[config.mk]
export PLATFORM = sky130hd
export DESIGN_NAME = mmu_tlb_walker
export DESIGN_NICKNAME = d
export VERILOG_FILES = /design/src/rtl/mmu_tlb_walker.sv
export SDC_FILE = /design/constraint.sdc
export NUM_CORES = 1
export LEC_CHECK = 0
export CAP_MARGIN = 25
export CORE_ASPECT_RATIO = 1.5
export CORE_UTILIZATION = 40
export CTS_BUF_LIST = sky130_fd_sc_hd__clkbuf_4 sky130_fd_sc_hd__clkbuf_8 sky130_fd_sc_hd__clkbuf_16
export DETAILED_ROUTE_END_ITERATION = 8
export DONT_BUFFER_PORTS = 1
export PLACE_DENSITY_LB_ADDON = 0.08
export SYNTH_ARGS = -nofsm -noshare
export SYNTH_HDL_FRONTEND = slang
export SYNTH_SLANG_ARGS = --single-unit
[constraint.sdc]
create_clock -name clk -period 6.3 [get_ports clk]
set_input_delay 0.945 -clock clk [delete_from_list [all_inputs] [get_ports clk]]
set_output_delay 0.945 -clock clk [all_outputs]
set_load 0.05 [all_outputs]
[src/rtl/mmu_tlb_walker.sv]
// Single-walk Sv39/Sv48 MMU: translates one cbus request at a time through a small
// fully-associative TLB and a page-table walker.
package mmu_tlb_walker_pkg;
    typedef enum logic [2:0] {MSIZE1 = 3'd0, MSIZE2 = 3'd1, MSIZE4 = 3'd2, MSIZE8 = 3'd3} msize_t;

    typedef struct packed {
        logic        valid;
        logic        is_write;
        msize_t      size;
        logic [63:0] addr;
        logic [7:0]  strobe;
        logic [63:0] data;
    } cbus_req_t;

    typedef struct packed {
        logic        ready;
        logic        last;
        logic [63:0] data;
    } cbus_resp_t;

    typedef struct packed {
        logic d;
        logic a;
        logic u;
        logic x;
        logic w;
        logic r;
    } pte_flags_t;

    localparam logic [1:0] PRIV_U = 2'd0;
    localparam logic [1:0] PRIV_S = 2'd1;
    localparam logic [1:0] PRIV_M = 2'd3;
endpackage

module mmu_tlb_walker
    import mmu_tlb_walker_pkg::*;
#(
    parameter int unsigned LEVELS      = 3,
    parameter int unsigned TLB_ENTRIES = 4
) (
    input  logic        clk,
    input  logic        rst_n,
    input  logic [63:0] satp,
    input  logic [1:0]  priviledge_mode,
    input  logic        sfence,
    input  cbus_req_t   req_virt,
    output cbus_resp_t  resp_virt,
    output cbus_req_t   req_phys,
    input  cbus_resp_t  resp_phys,
    output logic        skip,
    output logic        page_fault
);
    localparam int unsigned VPN_W = 9 * LEVELS;
    localparam int unsigned PA_W  = 56;
    localparam int unsigned LVL_W = (LEVELS > 1) ? $clog2(LEVELS) : 1;
    localparam int unsigned IDX_W = (TLB_ENTRIES > 1) ? $clog2(TLB_ENTRIES) : 1;
    localparam logic [3:0]  SATP_MODE = (LEVELS == 4) ? 4'd9 : 4'd8;

    typedef enum logic [2:0] {S_IDLE, S_WALK, S_PHY, S_FAULT, S_CLEANUP} state_e;

    state_e                 state_q, state_d;
    logic [LVL_W-1:0]       level_q, level_d;
    cbus_req_t              req_phys_q, req_phys_d;
    cbus_resp_t             resp_virt_q, resp_virt_d;
    logic                   skip_q, skip_d, page_fault_q, page_fault_d;
    logic                   ready_q, no_fill_q, no_fill_d;
    logic [IDX_W-1:0]       ptr_q, ptr_d;
    logic [TLB_ENTRIES-1:0] tlb_valid_q, tlb_valid_d;
    logic [VPN_W-1:0]       tlb_vpn_q [TLB_ENTRIES];
    logic [VPN_W-1:0]       tlb_vpn_d [TLB_ENTRIES];
    logic [43:0]            tlb_ppn_q [TLB_ENTRIES];
    logic [43:0]            tlb_ppn_d [TLB_ENTRIES];
    logic [LVL_W-1:0]       tlb_lvl_q [TLB_ENTRIES];
    logic [LVL_W-1:0]       tlb_lvl_d [TLB_ENTRIES];
    pte_flags_t             tlb_flg_q [TLB_ENTRIES];
    pte_flags_t             tlb_flg_d [TLB_ENTRIES];

    logic             phy_ready_c, hit_c, bare_c, unused_bits;
    logic [IDX_W-1:0] hit_idx_c;
    logic [VPN_W-1:0] va_vpn_c;
    logic [63:0]      pte_c;
    logic [43:0]      pte_ppn_c;
    pte_flags_t       pte_flg_c;
    logic [PA_W-1:0]  hit_pa_c, walk_pa_c;

    function automatic logic perm_ok(input pte_flags_t f, input logic wr, input logic [1:0] priv);
        logic ok;
        ok = f.a;
        if (wr && !(f.w && f.d))       ok = 1'b0;
        if (!wr && !(f.r || f.x))      ok = 1'b0;
        if (priv == PRIV_U && !f.u)    ok = 1'b0;
        if (priv == PRIV_S && f.u)     ok = 1'b0;
        return ok;
    endfunction

    // Superpage translation: low 9*lvl PPN bits come from the VA.
    function automatic logic [PA_W-1:0] compose_pa(input logic [43:0] ppn, input logic [63:0] va,
                                                   input logic [LVL_W-1:0] lvl);
        logic [PA_W-1:0] m;
        m = (PA_W'(1) << (32'd12 + 32'd9 * 32'(lvl))) - PA_W'(1);
        return ({ppn, 12'h000} & ~m) | (va[PA_W-1:0] & m);
    endfunction

    function automatic logic [8:0] vpn_slice(input logic [VPN_W-1:0] v, input logic [LVL_W-1:0] lvl);
        return 9'(v >> (32'd9 * 32'(lvl)));
    endfunction

    function automatic logic vpn_match(input logic [VPN_W-1:0] a, input logic [VPN_W-1:0] b,
                                       input logic [LVL_W-1:0] lvl);
        logic [VPN_W-1:0] m;
        m = ~((VPN_W'(1) << (32'd9 * 32'(lvl))) - VPN_W'(1));
        return (a & m) == (b & m);
    endfunction

    assign phy_ready_c = resp_phys.ready & resp_phys.last & ~ready_q;
    assign va_vpn_c    = req_virt.addr[12 +: VPN_W];
    assign bare_c      = (priviledge_mode == PRIV_M) || (satp[63:60] == 4'd0);
    assign pte_c       = resp_phys.data;
    assign pte_ppn_c   = pte_c[53:10];
    assign pte_flg_c   = '{d: pte_c[7], a: pte_c[6], u: pte_c[4], x: pte_c[3], w: pte_c[2], r: pte_c[1]};
    assign walk_pa_c   = compose_pa(pte_ppn_c, req_virt.addr, level_q);
    assign hit_pa_c    = compose_pa(tlb_ppn_q[hit_idx_c], req_virt.addr, tlb_lvl_q[hit_idx_c]);
    assign unused_bits = ^{satp[59:44], pte_c[63:54], pte_c[9:8], pte_c[5]};

    // First-match TLB lookup.
    always_comb begin
        hit_c     = 1'b0;
        hit_idx_c = '0;
        for (int i = 0; i < TLB_ENTRIES; i++) begin
            if (!hit_c && tlb_valid_q[i] && vpn_match(tlb_vpn_q[i], va_vpn_c, tlb_lvl_q[i])) begin
                hit_c     = 1'b1;
                hit_idx_c = IDX_W'(i);
            end
        end
    end

    always_comb begin
        state_d      = state_q;
        level_d      = level_q;
        req_phys_d   = req_phys_q;
        resp_virt_d  = resp_virt_q;
        skip_d       = skip_q;
        page_fault_d = page_fault_q;
        no_fill_d    = no_fill_q;
        ptr_d        = ptr_q;
        tlb_valid_d  = tlb_valid_q;
        tlb_vpn_d    = tlb_vpn_q;
        tlb_ppn_d    = tlb_ppn_q;
        tlb_lvl_d    = tlb_lvl_q;
        tlb_flg_d    = tlb_flg_q;
        unique case (state_q)
            S_IDLE: if (req_virt.valid) begin
                if (bare_c) begin
                    req_phys_d = req_virt;
                    skip_d     = 1'b0;
                    state_d    = S_PHY;
                end else if (satp[63:60] != SATP_MODE) begin
                    req_phys_d.valid = 1'b0;
                    state_d          = S_FAULT;
                end else if (hit_c) begin
                    if (perm_ok(tlb_flg_q[hit_idx_c], req_virt.is_write, priviledge_mode)) begin
                        req_phys_d      = req_virt;
                        req_phys_d.addr = 64'(hit_pa_c);
                        skip_d          = ~hit_pa_c[31];
                        state_d         = S_PHY;
                    end else begin
                        req_phys_d.valid = 1'b0;
                        state_d          = S_FAULT;
                    end
                end else begin
                    req_phys_d       = '0;
                    req_phys_d.valid = 1'b1;
                    req_phys_d.size  = MSIZE8;
                    req_phys_d.addr  = 64'({satp[43:0], vpn_slice(va_vpn_c, LVL_W'(LEVELS - 1)), 3'b000});
                    level_d          = LVL_W'(LEVELS - 1);
                    no_fill_d        = 1'b0;
                    state_d          = S_WALK;
                end
            end
            S_WALK: begin
                if (!req_virt.valid) begin
                    req_phys_d.valid = 1'b0;
                    state_d          = S_CLEANUP;
                end else if (phy_ready_c) begin
                    if (!pte_c[0] || (!pte_flg_c.r && pte_flg_c.w)) begin
                        req_phys_d.valid = 1'b0;
                        state_d          = S_FAULT;
                    end else if (!pte_flg_c.r && !pte_flg_c.x) begin
                        if (level_q == '0) begin
                            req_phys_d.valid = 1'b0;
                            state_d          = S_FAULT;
                        end else begin
                            level_d         = level_q - LVL_W'(1);
                            req_phys_d.addr = 64'({pte_ppn_c, vpn_slice(va_vpn_c, level_q - LVL_W'(1)), 3'b000});
                        end
                    end else if ((pte_ppn_c & ((44'(1) << (32'd9 * 32'(level_q))) - 44'(1))) != '0
                                 || !perm_ok(pte_flg_c, req_virt.is_write, priviledge_mode)) begin
                        req_phys_d.valid = 1'b0;
                        state_d          = S_FAULT;
                    end else begin
                        if (!no_fill_q && !sfence) begin
                            tlb_valid_d[ptr_q] = 1'b1;
                            tlb_vpn_d[ptr_q]   = va_vpn_c;
                            tlb_ppn_d[ptr_q]   = pte_ppn_c;
                            tlb_lvl_d[ptr_q]   = level_q;
                            tlb_flg_d[ptr_q]   = pte_flg_c;
                            ptr_d = (ptr_q == IDX_W'(TLB_ENTRIES - 1)) ? '0 : ptr_q + IDX_W'(1);
                        end
                        req_phys_d      = req_virt;
                        req_phys_d.addr = 64'(walk_pa_c);
                        skip_d          = ~walk_pa_c[31];
                        state_d         = S_PHY;
                    end
                end
            end
            S_PHY: begin
                if (!req_virt.valid) begin
                    req_phys_d.valid = 1'b0;
                    state_d          = S_CLEANUP;
                end else if (phy_ready_c) begin
                    resp_virt_d      = resp_phys;
                    req_phys_d.valid = 1'b0;
                    state_d          = S_CLEANUP;
                end
            end
            S_FAULT: begin
                req_phys_d.valid = 1'b0;
                resp_virt_d      = '{ready: 1'b1, last: 1'b1, data: 64'd0};
                page_fault_d     = 1'b1;
                state_d          = S_CLEANUP;
            end
            S_CLEANUP: begin
                resp_virt_d  = '0;
                skip_d       = 1'b0;
                page_fault_d = 1'b0;
                state_d      = S_IDLE;
            end
            default: state_d = S_IDLE;
        endcase
        // A flush mid-walk must also keep the in-flight translation out of the TLB.
        if (sfence) begin
            tlb_valid_d = '0;
            if (state_q == S_WALK) no_fill_d = 1'b1;
        end
    end

    always_ff @(posedge clk or negedge rst_n) begin
        if (!rst_n) begin
            state_q      <= S_IDLE;
            level_q      <= '0;
            req_phys_q   <= '0;
            resp_virt_q  <= '0;
            skip_q       <= 1'b0;
            page_fault_q <= 1'b0;
            ready_q      <= 1'b0;
            no_fill_q    <= 1'b0;
            ptr_q        <= '0;
            tlb_valid_q  <= '0;
            for (int i = 0; i < TLB_ENTRIES; i++) begin
                tlb_vpn_q[i] <= '0;
                tlb_ppn_q[i] <= '0;
                tlb_lvl_q[i] <= '0;
                tlb_flg_q[i] <= '0;
            end
        end else begin
            state_q      <= state_d;
            level_q      <= level_d;
            req_phys_q   <= req_phys_d;
            resp_virt_q  <= resp_virt_d;
            skip_q       <= skip_d;
            page_fault_q <= page_fault_d;
            ready_q      <= resp_phys.ready;
            no_fill_q    <= no_fill_d;
            ptr_q        <= ptr_d;
            tlb_valid_q  <= tlb_valid_d;
            tlb_vpn_q    <= tlb_vpn_d;
            tlb_ppn_q    <= tlb_ppn_d;
            tlb_lvl_q    <= tlb_lvl_d;
            tlb_flg_q    <= tlb_flg_d;
        end
    end

    assign req_phys   = req_phys_q;
    assign resp_virt  = resp_virt_q;
    assign skip       = skip_q;
    assign page_fault = page_fault_q;
endmodule

==> results.cfg, run 1 <==
[global_routing]
grt_usage = 0.254
grt_pass1_wl_microns = 125000
antenna_found_initial = 8
grt.overflow.total = 0
grt_max_degree = 539
grt_pass1_vias = 18410

[sta]
timing.setup.tns_ns = 0
worst_pin_slew_ns = 2.12
relSlewSlack = -0.412
hold_slack_ns = 0.0367
hold_viol = 0
setup_ws_ns = 1.28
max_freq_ghz = 0.199
fin_crit_ns = 5.02
slew_viol_final = 291
final.period_utilization = 0.796
rsz0062_at_grt = false
clock_skew_ns = 0.0136
setup_violations = 0

[final_layout]
finalCoreUtilization = 0.444
final_layout_size_suffix_gt1_frac = 0.213
nets = 2532
area_growth_pct = 9.67

[synth]
async_flop_share = 1.00
synth_area_leader_cell = dfrtp_1
synth_edf_count = 0
synth_top_area_frac = 0.515
syn-cell-area_sq_um = 26200
yosys_register_bits = 538
ys.flop_type = dfrtp_1
ys_seq_area_frac = 0.515
synth.distinct_cells = 73
syn_inst = 2306
avgSynthCellArea_sq_um = 11.3
yosysWarnings = 0
synthTopCellsByArea = dfrtp_1, mux2_2, mux2i_1
syn-num-nets = 2606

[routing]
vias = 18170
vias_per_cell = 5.78
drt-wirelength-per-cell_microns = 27.2
drtIter0Drc = 1400
final_antenna_net_count = 0
route.detailed.drc = 0
wl_microns = 85600
first_pass_iters = 8

[worst_setup_path]
cp.arrival_ns = 5.52
crit_type = flip-flop to flip-flop
critPathMaxFanout = 10
start_kind = flip-flop
critical_path.endpoint_type = flip-flop
r2r_slack_ns = 1.28
critPathRequiredTime_ns = 6.80

[pwr]
p_per_area_nw_per_um2 = 388
power_leakage_nw = 14.1
ir_drop_mv = 0.266

[clock_tree]
cts_num_sinks = 538
worstSkewPairLatency_ns = 0.62
cts.htree.levels = 2
cts_setup_buffers = 0
clk_path_buf_depth = 3
ctsResizeCount = 0
cts_root_buf = clkbuf_16
path_clk_slew_ns = 0.06
cts_tree = yes
cts_buffers = 54

[die]
die_y_microns = 315
core-area_sq_um = 64600
io_pins = 485
dieArea_sq_um = 66400
rows = 114
start_util = 0.405
die_w_microns = 211

[status]
violations = slew limit
status = finished, violations left

[placement]
gp_congestion = 0.887
dpl.hpwl_microns = 59100
place_ws_ns = 0.736
port-buffer-count = 0

[flow_run]
cap_violations = 0

[worst_hold_path]
min_path_type = input pin to async pin
[metal layers]
metal,vias to the layer above,track usage,wire [microns]
met2,600,0.453,43400
li1,8124,-,-
met1,9300,0.291,32800
met5,-,0,23
met4,4,0.100,3280
met3,142,0.0637,6050
[state kept, by name (all words and copies together) (netlist names)]
register	cells
tlb_ppn_q	176
ready_q	1
tlb_flg_q	24
level_q	2
tlb_vpn_q	108
resp_virt	66
ptr_q	2
skip	1
req_phys	141
tlb_lvl_q	8
page_fault	1
no_fill_q	1
tlb_valid_q	4
state_q	3
[area by class of cell]
| cell class | count | area, sq um |
|---|---|---|
| inverter | 30 | 113 |
| fill | 6056 | 35900 |
| multi-input combinational | 1570 | 11800 |
| tap | 870 | 1090 |
| antenna | 5 | 12.5 |
| clock buffer | 81 | 1660 |
| sequential | 538 | 13500 |
| clock inverter | 13 | 153 |
| timing repair buffer | 38 | 350 |
[per-stage QoR]
step	instances	instance area (sq um)	power, mW
floorplan	2306	26200	7.16
detailed placement	3045	26800	7.88
global placement	3045	26800	7.83
CTS	3140	28700	11.2
global route	3144	28700	11.6
finish	3145	28700	11.1
[worst paths after layout]
kind,startpoint,end,cells past startpoint
max,tlb_vpn_q[87],req_phys[126],17
min,rst_n,req_phys[63],0
max reg2reg,tlb_vpn_q[87],req_phys[126],17
min reg2reg,tlb_ppn_q[135],tlb_ppn_q[135],2
max in group asynchronous,rst_n,state_q[0],0
min in group clk,resp_phys[65],ready_q,0
[what timing repair did]
item,4_1_cts,5_1_grt
hold buffers,1,0
hold endpoints to repair,1,0
setup endpoints to repair,0,0
[power by group]
group | internal, mW | switching, mW
registers | 3.87 | 1.95
clock network | 1.93 | 1.39
logic | 0.694 | 1.29
[cell usage in the layout (no fill, tap or decap), types with 24 or more instances in the layout]
cell type  instances
mux2_2           319
ha_1              24
inv_1             30
o21ai_1           31
o21ai_0          177
buf_4             32
a21oi_1           55
mux2i_1          120
nor2_1            62
xnor2_1           54
dfrtp_1          538
xor2_1            62
a22o_1            67
nand2_1          290
clkbuf_16         55
[cell usage after synthesis (all sizes together), types with 4 or more instances]
cell and count:
a21oi 55, mux4 10, and2 9, o221ai 7, and3 14, dfrtp 538, or2 4, o211ai 10
or3 6, nor2b 7, buf 64, nand3 17, o311a 5, a221oi 15, a21o 13, a32o 10
o31a 5, o21ai 210, clkbuf 104, ha 24, a222oi 20, xor2 62, a22oi 4, xnor2 54
nor3 22, nor2 63, a22o 67, nor4 22, nand4 20, a31oi 7, nand2b 12, nand2 295
a211oi 8, mux2i 120, mux2 323, inv 30, o21a 5
[kinds of logic after synthesis]
kind of cell / Yosys count / share of synthesized area
fa+ha+maj: 24 / 0.0115
compound gates: 476 / 0.122
flops: 538 / 0.515
xor+xnor: 116 / 0.0388
simple gates: 501 / 0.0849
mux: 453 / 0.194
buf+inv: 198 / 0.0349
[worst max-delay path, cell delays in order (launching register included)]
cell and delay, ns:
dfrtp_1 0.38, xor2_1 0.14, nor4_1 0.36, a21oi_1 0.15, nor4_1 0.41, o21a_1 0.43, a311o_1 0.39, and2_0 0.36
inv_1 0.20, ha_1 0.26, or2_2 0.33, nor3_1 0.41, and3_1 0.23, nand3_1 0.08, o211ai_1 0.16, mux2i_1 0.23
a21oi_1 0.08, o31a_1 0.29
(Power assumes the default switching activity.)
==> run 2: changes to the inputs <==
clock period = 4.9 ns   (was 6.3 ns; I/O delays follow)
==> run 2 against run 1 <==
Clock power up 33%. Wire length down 0.40%. The flow finishes with violations (hold timing, slew limit). Sequential share of layout area down 1.4 points. Total power up 30%.
==> results.cfg, run 2 (same netlist as run 1, synthesis figures left out) <==
[final_layout]
area_growth_pct = 13.0
nets = 2613
finalInstanceArea_sq_um = 29500
largest_register_ffs = 176
stdcell_count = 3231
final_layout_size_suffix_gt1_frac = 0.243
final_cell_mix = dfrtp_1, mux2_2, nand2_1
regMostFlops = tlb_ppn_q
final_common_cell = dfrtp_1

[placement]
dpl_cell_area_sq_um = 27600
post-place-cells = 3126
port-buffer-count = 0
gp_congestion = 0.887
dpl.hpwl_microns = 61000

[worst_setup_path]
cp.arrival_ns = 4.97
critPathMaxFanout = 5
critPathRequiredTime_ns = 5.39
r2r_cells = 16
crit_type = flip-flop to flip-flop
regToRegStartpoint = tlb_vpn_q[26]
regToRegEndpoint = req_phys[99]
critical_path.endpoint_type = flip-flop
start_kind = flip-flop
r2r_slack_ns = 0.42
startpoint = tlb_vpn_q[26]

[global_routing]
grt_pass1_vias = 18574
grt_max_degree = 539
grt.overflow.total = 0
grt_pass1_wl_microns = 124000
antenna_found_initial = 12
grt_usage = 0.253

[die]
rows = 114
die_y_microns = 315
dieArea_sq_um = 66400
core-area_sq_um = 64600
io_pins = 485
die_w_microns = 211
start_util = 0.405

[clock_tree]
path_clk_slew_ns = 0.06
worstSkewPairLatency_ns = 0.64
ctsResizeCount = 0
cts_num_sinks = 538
cts.htree.levels = 2
cts_setup_buffers = 0
cts_root_buf = clkbuf_16
cts_tree = yes
clk_path_buf_depth = 3
cts_buffers = 55

[pwr]
p_per_area_nw_per_um2 = 491
totalPowerFinal_mw = 14.5
power_leakage_nw = 14.6
ir_drop_mv = 0.261

[routing]
vias_per_cell = 5.70
wl_microns = 85200
first_pass_iters = 7
final_antenna_net_count = 0
drt-wirelength-per-cell_microns = 26.4
route.detailed.drc = 0
drtIter0Drc = 1268
vias = 18427

[sta]
hold_viol = 69
final.period_utilization = 0.914
max_freq_ghz = 0.223
setup_violations = 0
hold_slack_ns = -0.207
rsz0062_at_grt = false
timing.setup.tns_ns = 0
relSlewSlack = -0.945
fin_crit_ns = 4.48
slew_viol_final = 329
worst_pin_slew_ns = 2.92
clock_skew_ns = 0.0260

[worst_hold_path]
min_path_type = input pin to async pin

[status]
status = finished, violations left
violations = hold timing, slew limit

[flow_run]
cap_violations = 0
==> run 2: cell types whose count changed in the layout (fill, tap and decap cells not counted), sizes merged <==
cell	delta
buf	+81
clkbuf	+5
diode	+3
clkinv	-1
clkinvlp	-1
dlygate4sd3	-1
==> run 2: where the power goes <==
| part | total, mW | internal (mW) | leakage [nW] | switching [mW] |
|---|---|---|---|---|
| Sequential | 7.51 | 4.98 | 7.33 | 2.53 |
| Combinational | 2.61 | 0.986 | 6.32 | 1.62 |
| Clock | 4.40 | 2.59 | 0.949 | 1.81 |
==> run 2: routing by layer <==
layer	share of wire	GRT usage	vias to the layer above
li1	-	-	8307
met1	0.38	0.281	9359
met2	0.51	0.454	604
met3	0.075	0.0697	145
met4	0.034	0.0988	12
met5	0.00097	0	-
==> run 2: final cells by class <==
type | count | area, sq um
fill | 6035 | 35100
sequential | 538 | 13500
multi-input combinational | 1570 | 11900
clock buffer | 86 | 1740
timing repair buffer | 118 | 1100
tap | 870 | 1090
clock inverter | 11 | 155
inverter | 30 | 113
antenna | 8 | 20.0
==> run 2: through the flow <==
stage | setup slack, ns | utilization
2_1_floorplan | 0.00757 | -
3_3_place_gp | 0.0899 | 0.428
3_5_place_dp | 0.0792 | 0.428
4_1_cts | 0.437 | 0.457
5_1_grt | 0.0916 | 0.457
6_report | 0.421 | 0.457
==> run 2: how the worst max path moves through the flow <==
stage	end	slack, ns	depth (start not counted)
2_1_floorplan	req_phys[95]	0.008	20
3_3_place_gp	req_phys[127]	0.09	18
3_5_place_dp	req_phys[99]	0.08	16
4_1_cts	req_phys[99]	0.44	16
5_1_grt	req_phys[99]	0.09	16
6_report	req_phys[99]	0.42	16
==> run 2: worst max-delay path: stages, from the launching register on <==
cell and delay, ns:
dfrtp_1 0.38, xor2_1 0.14, nor4_1 0.29, nand4_1 0.39, a22oi_1 0.34, a222oi_1 0.17, o21bai_1 0.27, and2_0 0.32
inv_1 0.15, buf_4 0.17, ha_1 0.25, or2_2 0.30, nand4_1 0.26, nand2_2 0.17, mux2_2 0.31, a221oi_1 0.32
o21ai_0 0.12
